File: src/rtl/pc_redirect_controller.sv
// rtl/pc_redirect_controller.sv - fetch PC sequencing, redirect arbitration and pipeline squash control
module pc_redirect_controller #(
    parameter logic [31:0] EXC_VECTOR = 32'h00004180
) (
    input  logic        clock,
    input  logic        reset,
    input  logic        imemReady,
    output logic        imemRequest,
    input  logic        hazardStall,
    input  logic        exceptionValid,
    input  logic        branchValid,
    input  logic        branchTaken,
    input  logic [31:0] branchPc,
    input  logic [15:0] branchOffset,
    input  logic        jumpValid,
    input  logic [1:0]  jumpType,
    input  logic [31:0] jumpPc,
    input  logic [25:0] jumpIndex,
    input  logic [31:0] jumpRegister,
    output logic        pcStall,
    output logic        pcJumpEnabled,
    output logic [31:0] pcJumpValue,
    output logic        flushFetch,
    output logic        flushDecode,
    output logic        redirectPending
);

    typedef enum logic [1:0] {
        S_BOOT  = 2'd0,
        S_FETCH = 2'd1,
        S_HOLD  = 2'd2
    } state_t;

    state_t      state_q, state_d;
    logic [31:0] pend_target_q, pend_target_d;
    // Set when the held redirect is an exception or branch, which also squashes ID/EX.
    logic        pend_decode_q, pend_decode_d;

    logic        take_branch;
    logic        req_valid;
    logic        req_decode;
    logic [31:0] req_target;
    logic [31:0] rel_target;
    logic [31:0] near_target;

    // Only the top nibble of the jump address contributes to a NEAR target.
    logic        unused_jump_pc;
    assign unused_jump_pc = ^jumpPc[27:0];

    // Redirect targets and priority winner: exception > taken branch > jump.
    always_comb begin
        take_branch = branchValid && branchTaken;
        rel_target  = branchPc + {{14{branchOffset[15]}}, branchOffset, 2'b00};
        near_target = {jumpPc[31:28], jumpIndex, 2'b00};
        req_valid   = exceptionValid || take_branch || jumpValid;
        req_decode  = exceptionValid || take_branch;
        req_target  = 32'h0;
        if (exceptionValid) begin
            req_target = EXC_VECTOR;
        end else if (take_branch) begin
            req_target = rel_target;
        end else if (jumpValid) begin
            req_target = (jumpType == 2'b00) ? near_target : jumpRegister;
        end
    end

    // Sequencing: outputs and next state from state, pending register and inputs.
    always_comb begin
        state_d         = state_q;
        pend_target_d   = pend_target_q;
        pend_decode_d   = pend_decode_q;
        imemRequest     = 1'b0;
        pcStall         = 1'b0;
        pcJumpEnabled   = 1'b0;
        pcJumpValue     = 32'h0;
        flushFetch      = 1'b0;
        flushDecode     = 1'b0;
        redirectPending = 1'b0;
        if (reset) begin
            pcStall       = 1'b1;
            state_d       = S_BOOT;
            pend_target_d = 32'h0;
            pend_decode_d = 1'b0;
        end else begin
            case (state_q)
                S_FETCH: begin
                    imemRequest = 1'b1;
                    if (req_valid) begin
                        flushFetch  = 1'b1;
                        flushDecode = req_decode;
                        if (imemReady) begin
                            pcJumpEnabled = 1'b1;
                            pcJumpValue   = req_target;
                        end else begin
                            pcStall       = 1'b1;
                            pend_target_d = req_target;
                            pend_decode_d = req_decode;
                            state_d       = S_HOLD;
                        end
                    end else begin
                        pcStall = !imemReady || hazardStall;
                    end
                end
                S_HOLD: begin
                    imemRequest     = 1'b1;
                    redirectPending = 1'b1;
                    flushFetch      = 1'b1;
                    pcStall         = !imemReady;
                    // A late exception supersedes whatever is held; other newcomers are wrong-path.
                    if (exceptionValid) begin
                        flushDecode   = 1'b1;
                        pend_target_d = EXC_VECTOR;
                        pend_decode_d = 1'b1;
                    end else begin
                        flushDecode = pend_decode_q;
                    end
                    if (imemReady) begin
                        pcJumpEnabled = 1'b1;
                        pcJumpValue   = exceptionValid ? EXC_VECTOR : pend_target_q;
                        pend_target_d = 32'h0;
                        pend_decode_d = 1'b0;
                        state_d       = S_FETCH;
                    end
                end
                default: begin
                    state_d = S_FETCH;
                end
            endcase
        end
    end

    // State and pending-redirect registers.
    always_ff @(posedge clock) begin
        state_q       <= state_d;
        pend_target_q <= pend_target_d;
        pend_decode_q <= pend_decode_d;
    end

endmodule

File: config.mk
export PLATFORM = sky130hd
export DESIGN_NAME = pc_redirect_controller
export DESIGN_NICKNAME = d
export VERILOG_FILES = /design/src/rtl/pc_redirect_controller.sv
export SDC_FILE = /design/constraint.sdc
export NUM_CORES = 1
export LEC_CHECK = 0
export CAP_MARGIN = 10
export CORE_UTILIZATION = 35
export DETAILED_ROUTE_END_ITERATION = 10
export PLACE_DENSITY = 0.69
export SLEW_MARGIN = 20
export SYNTH_ARGS = -nofsm -noshare
export SYNTH_HDL_FRONTEND = slang
export SYNTH_SLANG_ARGS = --single-unit
File: constraint.sdc
create_clock -name clock -period 6.3 [get_ports clock]
set_clock_uncertainty 0.1 [all_clocks]
set_input_delay 0.945 -clock clock [delete_from_list [all_inputs] [get_ports clock]]
set_output_delay 0.945 -clock clock [all_outputs]
set_load 0.005 [all_outputs]
==> reports/results.tsv <==
metric	value	unit
crit_arrival	4550	ps
cts_hold_buf	0	
r2r-end	pend_target_q[28]	
clk_pin_slew	50	ps
timing.setup.tns	0	ps
synth_nets	803	
io_buffers	157	
dpl_cell_area	5797	sq um
cts_max_level	2	
synth.distinct_cells	61	
reg2reg_slack	3700	ps
finalHoldViolCount	0	
clock_latency	270	ps
post_cts_buffers	0	
synth_async_sr_flop_share	0	%
routed_via_density	5.648	
dp.cells	892	
route.detailed.drc	0	
grt_setup_unrepaired	false	
ys_warn_count	0	
pre_cts_ws	740.0	ps
yosysTopAreaCellShare	16.90	%
holdPathStages	2	
syn_inst	623	
grt_overflow	0	
grt_pass1_wl	24030	um
hp-class	register to register	
place.gp.congestion	0.8817	
critical_path_required	5250	ps
setup_viol	0	
crit_type	primary input to primary output	
layout.cell_area.non_filler	5938	sq um
netlist_area	4145	sq um
synth_seq_cells	35	
endpoint_kind	primary output	
path_cells	clkdlybuf4s50_1 -> ha_1 -> a21oi_1 -> o21ai_1 -> a21oi_1 -> o221ai_1 -> a31o_4 -> a2111oi_4 -> nor3_2 -> o221ai_2 -> clkdlybuf4s50_1	
start_util	36.15	%
core_region_area	11470	sq um
drt_wl_total	14970	um
maxCapViolations	0	
antenna_found_initial	0	
synth_top_flop_cell	dfxtp_1	
hold_path_end	pend_target_q[19]	
dp_hpwl	11810	um
slowest_stage	clkdlybuf4s50_1	
cpPeakStageDelay	730	ps
worst_slack	703.3	ps
die_x	110.8	um
die_y	110.8	um
drv_slew	0	
ios	186	
grt_pass1_vias	4839	
postRouteAntennaNets	0	
rows	39	
period_minus_slack	5597	ps
fin_cells	900	
fin_nets	936	
fmax	178.7	MHz
drt_iter0_drc	325	
cp-start-kind	primary input	
antenna_cells	0	
powerDensity	144.3	nW/um^2
area_growth	43.25	%
slew_headroom	32.33	%
peakVddDrop	0.1291	mV
mostFrequentLayoutCells	157 x clkdlybuf4s50_1, 114 x nand2_1, 79 x a21oi_1	
drtPass1Iterations	7	
synth_top_area_cell	dfxtp_1	
final_common_cell	clkdlybuf4s50_1	
status	complete, no violations	
via_count	5083	
p_leak	0.002192	uW
final_layout_size_suffix_gt1_share	3.170	%
syn_avg_cell_area	6.654	sq um
root_buffer	clkbuf_16	
numCtsBuffers	5	
crit_fanout	15	
worstRegToRegCells	7	
synth-edff-count	0	
wl_per_cell	16.64	um
r2r_start	state_q[0]	
clk_path_buf_depth	2	
cts_resized	0	
fin_crit_sh	88.84	%
hp-start	pend_target_q[19]	
synth.area.top_cells	dfxtp_1 17%, nand2_1 10%, a21oi_1 9.5%	
cts_tree	yes	
seq_area_frac_synth	16.90	%
grt_use_total	23.84	%
grt_max_degree	28	
die_area	12280	sq um
cts_sinks	35	
worst_pin_slew	1014	ps
sequential cells by signal, indices dropped and copies added, names as in the netlist:
name	flops
pend_target_q	32
state_q	2
pend_decode_q	1
power breakdown:
group	switching [uW]	total [uW]	internal, uW
registers	4.21	233	229
clock network	93.0	239	146
logic	209	385	175
kinds of logic after synthesis:
group           after synthesis  share of synthesized area [%]
compound gates              240                          36.86
flops                        35                          16.90
buf+inv                      52                          4.920
fa+ha+maj                    32                          9.840
simple gates                236                          25.32
xor+xnor                     20                          4.226
mux                           8                          1.932
cell type report:
cell class	count	area (sq um)
clock buffer	6	128.9
clock inverter	2	12.51
fill	1141	5529
inverter	16	60.06
multi-input combinational	536	3248
sequential	35	700.7
tap	143	178.9
timing repair buffer	162	1609
how the worst max path moves through the flow:
stage / from / endpoint / slack (ps) / cells after the start
CTS: branchOffset[15] / pcJumpValue[31] / 730 / 11
floorplan: branchPc[2] / pcJumpValue[28] / 2310 / 11
global placement: branchOffset[15] / pcJumpValue[31] / 830 / 11
detailed placement: branchOffset[15] / pcJumpValue[31] / 740 / 11
global route: branchOffset[15] / pcJumpValue[31] / 450 / 11
finish: branchOffset[15] / pcJumpValue[31] / 700 / 11
stage by stage:
stage | hold WS [ps] | util [%] | total power, uW
4_1_cts | 355.3 | 51.78 | 855.1
3_5_place_dp | 342.5 | 50.55 | 616.1
3_3_place_gp | 333.6 | 50.55 | 611.3
2_1_floorplan | 324.9 | - | 462.7
5_1_grt | 387.8 | 51.78 | 904.2
6_report | 355.8 | 51.78 | 856.7
critical path: cells and delay by family:
family          cells  cell delay (ps)
simple gates        1              110
fa+ha+maj           1              570
compound gates      7             1650
buf+inv             2             1280
Yosys cell counts (all sizes together), types with 4 or more instances:
library cell,count
a211oi,7
a21o,7
a21oi,79
a221o,5
a22oi,21
a31oi,7
and2,7
and3,6
buf,10
clkbuf,26
dfxtp,35
ha,31
inv,16
mux2i,8
nand2,114
nand2b,7
nand3,9
nor2,53
nor2b,10
nor3,14
o211ai,5
o21a,6
o21ai,66
o31ai,6
or3,5
xnor2,16
xor2,4
metal layers:
layer  GRT usage (%)  up-vias  wire length [um]
met2           40.54      167              7019
met4           5.244        0               208
met3           3.171       15               831
met1           31.92     2378              6915
li1                -     2523                 -
met5               0        -                 0
(Power assumes the default switching activity.)
